$ cat src/rtl/ysyx_24080014_alu_arb.sv
// Round-robin arbiter sharing one combinational ALU between EXU (port 0) and LSU (port 1).
// Operands are registered onto the ALU, the result is buffered, and it is returned to the owning port.
module ysyx_24080014_alu_arb #(
    parameter int XLEN  = 32,
    parameter int CTL_W = 4,
    parameter int TAG_W = 4
) (
    input  logic             clk,
    input  logic             rst_n,
    input  logic             req0_valid,
    output logic             req0_ready,
    input  logic [CTL_W-1:0] req0_op,
    input  logic [XLEN-1:0]  req0_a,
    input  logic [XLEN-1:0]  req0_b,
    input  logic [TAG_W-1:0] req0_tag,
    input  logic             req1_valid,
    output logic             req1_ready,
    input  logic [CTL_W-1:0] req1_op,
    input  logic [XLEN-1:0]  req1_a,
    input  logic [XLEN-1:0]  req1_b,
    input  logic [TAG_W-1:0] req1_tag,
    output logic             rsp0_valid,
    input  logic             rsp0_ready,
    output logic             rsp1_valid,
    input  logic             rsp1_ready,
    output logic [XLEN-1:0]  rsp_data,
    output logic [TAG_W-1:0] rsp_tag,
    output logic [CTL_W-1:0] alu_ctl,
    output logic [XLEN-1:0]  alu_rs1,
    output logic [XLEN-1:0]  alu_rs2,
    input  logic [XLEN-1:0]  alu_out
);

    typedef enum logic [1:0] {IDLE, EXEC, RESP} state_t;

    state_t             state_reg, state_next;
    logic               prio_reg;
    logic               owner_reg;
    logic [CTL_W-1:0]   alu_ctl_reg;
    logic [XLEN-1:0]    alu_rs1_reg, alu_rs2_reg;
    logic [TAG_W-1:0]   tag_reg;
    logic [XLEN-1:0]    buf_data_reg;
    logic [TAG_W-1:0]   buf_tag_reg;

    logic [1:0]         req_valid, req_ready, rsp_ready_v, rsp_valid_v;
    logic               rsp_fire, can_accept, accept, grant;
    logic [CTL_W-1:0]   sel_op;
    logic [XLEN-1:0]    sel_a, sel_b;
    logic [TAG_W-1:0]   sel_tag;

    assign req_valid   = {req1_valid, req0_valid};
    assign rsp_ready_v = {rsp1_ready, rsp0_ready};

    // Acceptance is gated by rst_n so nothing is granted while reset is held.
    assign rsp_fire   = (state_reg == RESP) && rsp_ready_v[owner_reg];
    assign can_accept = rst_n && ((state_reg == IDLE) || rsp_fire);
    assign accept     = can_accept && (|req_valid);
    assign grant      = (&req_valid) ? prio_reg : req_valid[1];

    generate
        for (genvar gi = 0; gi < 2; gi++) begin : g_port
            assign req_ready[gi]   = accept && (grant == 1'(gi));
            assign rsp_valid_v[gi] = (state_reg == RESP) && (owner_reg == 1'(gi));
        end
    endgenerate

    assign req0_ready = req_ready[0];
    assign req1_ready = req_ready[1];
    assign rsp0_valid = rsp_valid_v[0];
    assign rsp1_valid = rsp_valid_v[1];

    assign sel_op  = grant ? req1_op  : req0_op;
    assign sel_a   = grant ? req1_a   : req0_a;
    assign sel_b   = grant ? req1_b   : req0_b;
    assign sel_tag = grant ? req1_tag : req0_tag;

    always_comb begin
        state_next = state_reg;
        case (state_reg)
            IDLE:    if (accept) state_next = EXEC;
            EXEC:    state_next = RESP;
            RESP:    if (rsp_fire) state_next = accept ? EXEC : IDLE;
            default: state_next = IDLE;
        endcase
    end

    always_ff @(posedge clk or negedge rst_n) begin
        if (!rst_n) begin
            state_reg    <= IDLE;
            prio_reg     <= 1'b0;
            owner_reg    <= 1'b0;
            alu_ctl_reg  <= '1;
            alu_rs1_reg  <= '0;
            alu_rs2_reg  <= '0;
            tag_reg      <= '0;
            buf_data_reg <= '0;
            buf_tag_reg  <= '0;
        end else begin
            state_reg <= state_next;
            // Priority passes to the port that lost (or did not request) this grant.
            if (accept) begin
                prio_reg    <= ~grant;
                owner_reg   <= grant;
                alu_ctl_reg <= sel_op;
                alu_rs1_reg <= sel_a;
                alu_rs2_reg <= sel_b;
                tag_reg     <= sel_tag;
            end
            if (state_reg == EXEC) begin
                buf_data_reg <= alu_out;
                buf_tag_reg  <= tag_reg;
            end
        end
    end

    assign alu_ctl  = alu_ctl_reg;
    assign alu_rs1  = alu_rs1_reg;
    assign alu_rs2  = alu_rs2_reg;
    assign rsp_data = buf_data_reg;
    assign rsp_tag  = buf_tag_reg;

endmodule
$ cat config.mk
export PLATFORM = sky130hd
export DESIGN_NAME = ysyx_24080014_alu_arb
export DESIGN_NICKNAME = d
export VERILOG_FILES = /design/src/rtl/ysyx_24080014_alu_arb.sv
export SDC_FILE = /design/constraint.sdc
export NUM_CORES = 1
export LEC_CHECK = 0
export BUFFER_PORTS_ARGS = -buffer_cell sky130_fd_sc_hd__buf_2
export CAP_MARGIN = 25
export CORE_MARGIN = 3
export CORE_UTILIZATION = 43
export CTS_CLUSTER_DIAMETER = 30
export DETAILED_ROUTE_END_ITERATION = 8
export PLACE_DENSITY = 0.9
export SETUP_SLACK_MARGIN = 0.15
export SKIP_CTS_REPAIR_TIMING = 1
export SKIP_LAST_GASP = 1
export SLEW_MARGIN = 30
export SYNTH_ARGS = -nofsm -noshare
export SYNTH_HDL_FRONTEND = slang
export SYNTH_SLANG_ARGS = --single-unit
export TNS_END_PERCENT = 5
$ cat constraint.sdc
create_clock -name clk -period 2.4 [get_ports clk]
set_clock_uncertainty 0.1 [all_clocks]
set_input_delay 0.36 -clock clk [delete_from_list [all_inputs] [get_ports clk]]
set_output_delay 0.36 -clock clk [all_outputs]
set_load 0.01 [all_outputs]
After elaboration in Yosys (flattened, before gate mapping)
Cells that the tools add are included. Widths: inputs -> output; s select.

Register bits after elaboration: 112. Input port bits: 182. Output and inout port bits: 108. Word-level logic and storage cells: 39.

Magnitude comparators: 1. Equality and inequality tests: 4. Mux-type cells: 11. Bitwise operators: 2. Reduce and logical (&&, ||, !) cells: 12.

Operators with widths (count): $mux 32 (2); $mux 4 (2); $logic_and 1x1->1 (7); $pmux 2 s3 (1); $mux 1 (4); $mux 2 (2); $ne 2x2->1 const B (2); $reduce_and 2->1 (2); $eq 2x1->1 const B (1); $eq 2x2->1 const B (1); $logic_not 2->1 (1); $lt 1x2->1 const B (1); $not 1->1 (2); $reduce_or 2->1 (1); $logic_or 1x1->1 (1).

Logic depth before layout (Yosys ltp)
Depth after elaboration: 9. Mapped depth: 6. Mapped depth without buffers: 4.

Worst setup path before layout
No wires, ideal clock.

Kind: flip-flop to output port. Start: reg owner_reg. End: out req0_ready. Arrival time: 1.367 ns. Data required time: 1.940 ns. Setup slack: 0.573 ns. Cell stages (with the launch flop): 5. Buffers on the path: 1. Cells stage by stage: dfrtp_1 > mux2i_1 > a2111oi_4 > buf_2 > and2_1.

Cells in the longest elaborated chain, start to end: 7.

RTL lines: start, declared (line 38) `logic owner_reg;`; start signal, assigned (line 103) `owner_reg <= grant;`; $mux 1 (implied by the code) (2 in series) (line 55) `assign rsp_fire = (state_reg == RESP) && rsp_ready_v[owner_reg];`; $logic_and 1x1->1 (line 55); $logic_or 1x1->1 (line 56) `assign can_accept = rst_n && ((state_reg == IDLE) || rsp_fire);`; $logic_and 1x1->1 (line 56); $logic_and 1x1->1 (line 57) `assign accept = can_accept && (|req_valid);`; $logic_and 1x1->1 (line 62) `assign req_ready[gi] = accept && (grant == 1'(gi));`; end, declared (line 11) `output logic req0_ready,`.

Every way passes these cells. The select of a mux whose other input is x is not followed.

Worst setup path after layout
Ends and elaborated chain as after synthesis.

==> results by group <==
Synthesis
  – Asr flop ratio synth: 100%
  – Synth Register Bits: ~110
  – Cell with the most instances after synthesis: dfrtp_1
  – Netlist Area Pre-Place: 4830 um^2
  – Synth Area per Inst: ~12 um^2
  – Cells after Synth: roughly 400
  – Ys flop type: dfrtp_1
  – Top cells by count, synth: 108 x dfrtp_1, 75 x nor2_1, 73 x mux2i_1, 72 x a21oi_1, 36 x mux2_2
  – Dominant cells by area after synthesis: dfrtp_1 56%, mux2i_1 15%, mux2_2 8.4%
  – Sequential fraction of the synthesis area: approximately three fifths
  – Syn nets: 591
  – Cell accounting for the most synthesized area: dfrtp_1
  – Yosys Warn Count: 0
  – Post-synthesis cell type count: 20
  – Post-synth EDFFs: 0
  – Top cell type's share of synthesized area: between 50% and 60%

Global route
  – Total grt overflow: 0
  – GRT Total Usage: just under 20%
  – Vias in the first global route: slightly above 4000
  – Initial antenna violation count: 2
  – First-pass GRT wire length: 19400 um
  – Pin count of the biggest net entering global routing: 76

Timing
  – Tightest Pin Transition: around 0.65 ns
  – Hold slack: ~0.13 ns
  – Max Slew Vio Count: 0
  – RSZ-0062 raised after global routing: true
  – Final worst setup slack: between 0.09 and 0.1 ns
  – Max Fclk: approximately 430 MHz
  – Hold Fails Final Rpt: 0
  – Max-Slew Margin vs Limit: between 50 and 60%
  – Final worst-path cycle share: a little over nine tenths
  – Final setup viols: 0
  – Final Critical Period: 2.30 ns

Layout
  – Fill cells: 927
  – Sequential Area: about 2800 um^2
  – Area delta synth->final: 38.2%
  – Area used by multi-input combinational logic: between 1500 and 2000 um^2
  – Layout cells sized above 1: slightly above 50%
  – Design area: about 6700 um^2
  – Nets: 879

CTS
  – CTS tree: done
  – CTS Buf Count: 9
  – Clock Tree Root: clkbuf_8
  – H-tree depth: 3
  – Clk buf depth: 2
  – Clock sinks: between 100 and 150
  – Clock slew at reported path FFs: around 0.10 ns
  – Clock Latency Late Sink: approximately 0.36 ns

Die
  – Core box area: around 11000 um^2
  – Starting Density: between 40% and 50%
  – Die area: between 10000 and 15000 um^2
  – Die X: approximately 110 um
  – # IOs: between 200 and 300
  – Die height: roughly 110 um
  – # rows: 38

Placed design
  – Hpwl dp: around 10000 um
  – Gpl congestion: just under 0.8
  – Placed inst area: around 6500 um^2
  – Dpl ws: approximately 0.4 ns
  – I/O Buffers: 289

Setup path
  – FF-to-FF path depth: 6
  – Crit end category: output port
  – CP Data Arrival Time: about 1.8 ns
  – Worst reg2reg startpoint: owner_reg$_DFFE_PN0P_
  – Reg-to-reg slack, setup: around 0.45 ns
  – Startpoint Class: flip-flop
  – CP max FO: 4
  – Reg2reg end: alu_rs1[29]$_DFFE_PN0P_
  – Critical path class: flip-flop to output port
  – Critical path data required time: approximately 1.9 ns

Route
  – DR vias: just over 4000
  – DR WL/cell: 15.0 um
  – Antenna Nets Post-Route: 0
  – Drt total wl: between 10000 and 15000 um
  – 1st-pass router iterations: 4
  – Drt drc: 0
  – Vias per cell: a little under 5
  – Drt initial violations: approximately 130

Hold path
  – Class of the worst hold path: input pin to flip-flop
  – Hold Crit Depth: 2
  – Worst hold path endpoint: rsp_data[30]$_DFFE_PN0N_
  – Hold path start: alu_out[30]

Job
  – Max-Cap Viols: 0

Pwr
  – Worst VDD drop: roughly 0.5 mV
  – P_leak: around 3.4 nW
  – P per Cell Area: approximately 1000 nW/um^2

Status
  – Status: finished, final reports clean
-- logic make-up after synthesis --
family                 count (synthesis)  share of synthesized area, %
flip-flops                           112                          58.1
multiplexers                         109                          23.5
AND/OR/NAND/NOR                       82                          6.76
AO/OA/AOI/OAI                         75                          8.29
buffers and inverters                 31                          3.29
-- per-stage QoR --
| stage | instances | utilization (%) | TNS [ns] | total power, mW |
|---|---|---|---|---|
| after floorplan | 409 | - | 0 | 4.50 |
| after global placement | 825 | 59.4 | 0 | 5.64 |
| after detailed placement | 825 | 59.4 | 0 | 5.78 |
| after CTS | 841 | 61.1 | -0.000290 | 6.85 |
| after global routing | 843 | 61.3 | -0.00605 | 7.20 |
| final | 843 | 61.3 | 0 | 6.76 |
-- power by group --
part | leakage [nW] | internal [mW] | switching, mW | total [mW]
sequential | 1.25 | 2.66 | 0.399 | 3.06
clock | 0.0941 | 0.481 | 0.589 | 1.07
combinational | 2.10 | 1.26 | 1.37 | 2.63
-- how the worst max path moves through the flow --
stage	start	to	slack (ns)
after global placement	owner_reg$_DFFE_PN0P_	req0_ready	0.41
after detailed placement	owner_reg$_DFFE_PN0P_	alu_rs1[2]$_DFFE_PN0P_	0.40
final	owner_reg$_DFFE_PN0P_	req0_ready	0.1
after global routing	owner_reg$_DFFE_PN0P_	req0_ready	-0.006
after CTS	owner_reg$_DFFE_PN0P_	req0_ready	-0.0003
after floorplan	owner_reg$_DFFE_PN0P_	req0_ready	0.57
-- layout by cell type (no fill, tap or decap) --
cell type / n
buf_2: 287
dfrtp_1: 108
nor2_1: 75
mux2i_1: 72
a21oi_1: 72
mux2_2: 36
buf_4: 12
clkbuf_8: 9
dfstp_2: 4
inv_1: 3
clkbuf_1: 3
clkinv_2: 3
buf_12: 3
nor3b_1: 2
buf_6: 2
diode_2: 1
o21ai_4: 1
mux2i_2: 1
a2111oi_4: 1
nor2b_1: 1
and2_4: 1
nand2b_1: 1
nand3b_1: 1
nand2_1: 1
o21bai_1: 1
bufinv_16: 1
dlygate4sd3_1: 1
-- area by class of cell --
cell class                 count  share of cell area (%)
inverter                       3                   0.169
multi-input combinational    266                    28.2
antenna                        1                  0.0375
clock inverter                 4                   0.675
sequential                   112                    42.1
timing repair buffer         305                    24.3
clock buffer                  12                    2.02
tap                          140                    2.62
-- routing by layer --
layer / GRT usage, % / part of all wire [%]
met1: 21.3 / 37
met2: 36.5 / 54
met3: 5.33 / 7.2
met4: 4.57 / 1.2
met5: 0 / 0.055
-- critical path, cell delays in order (launching register included) --
cell and delay, ns:
dfrtp_1 0.42, mux2i_2 0.19, a2111oi_4 0.42, buf_4 0.21, and2_4 0.15, buf_6 0.10
(Power assumes the default switching activity.)
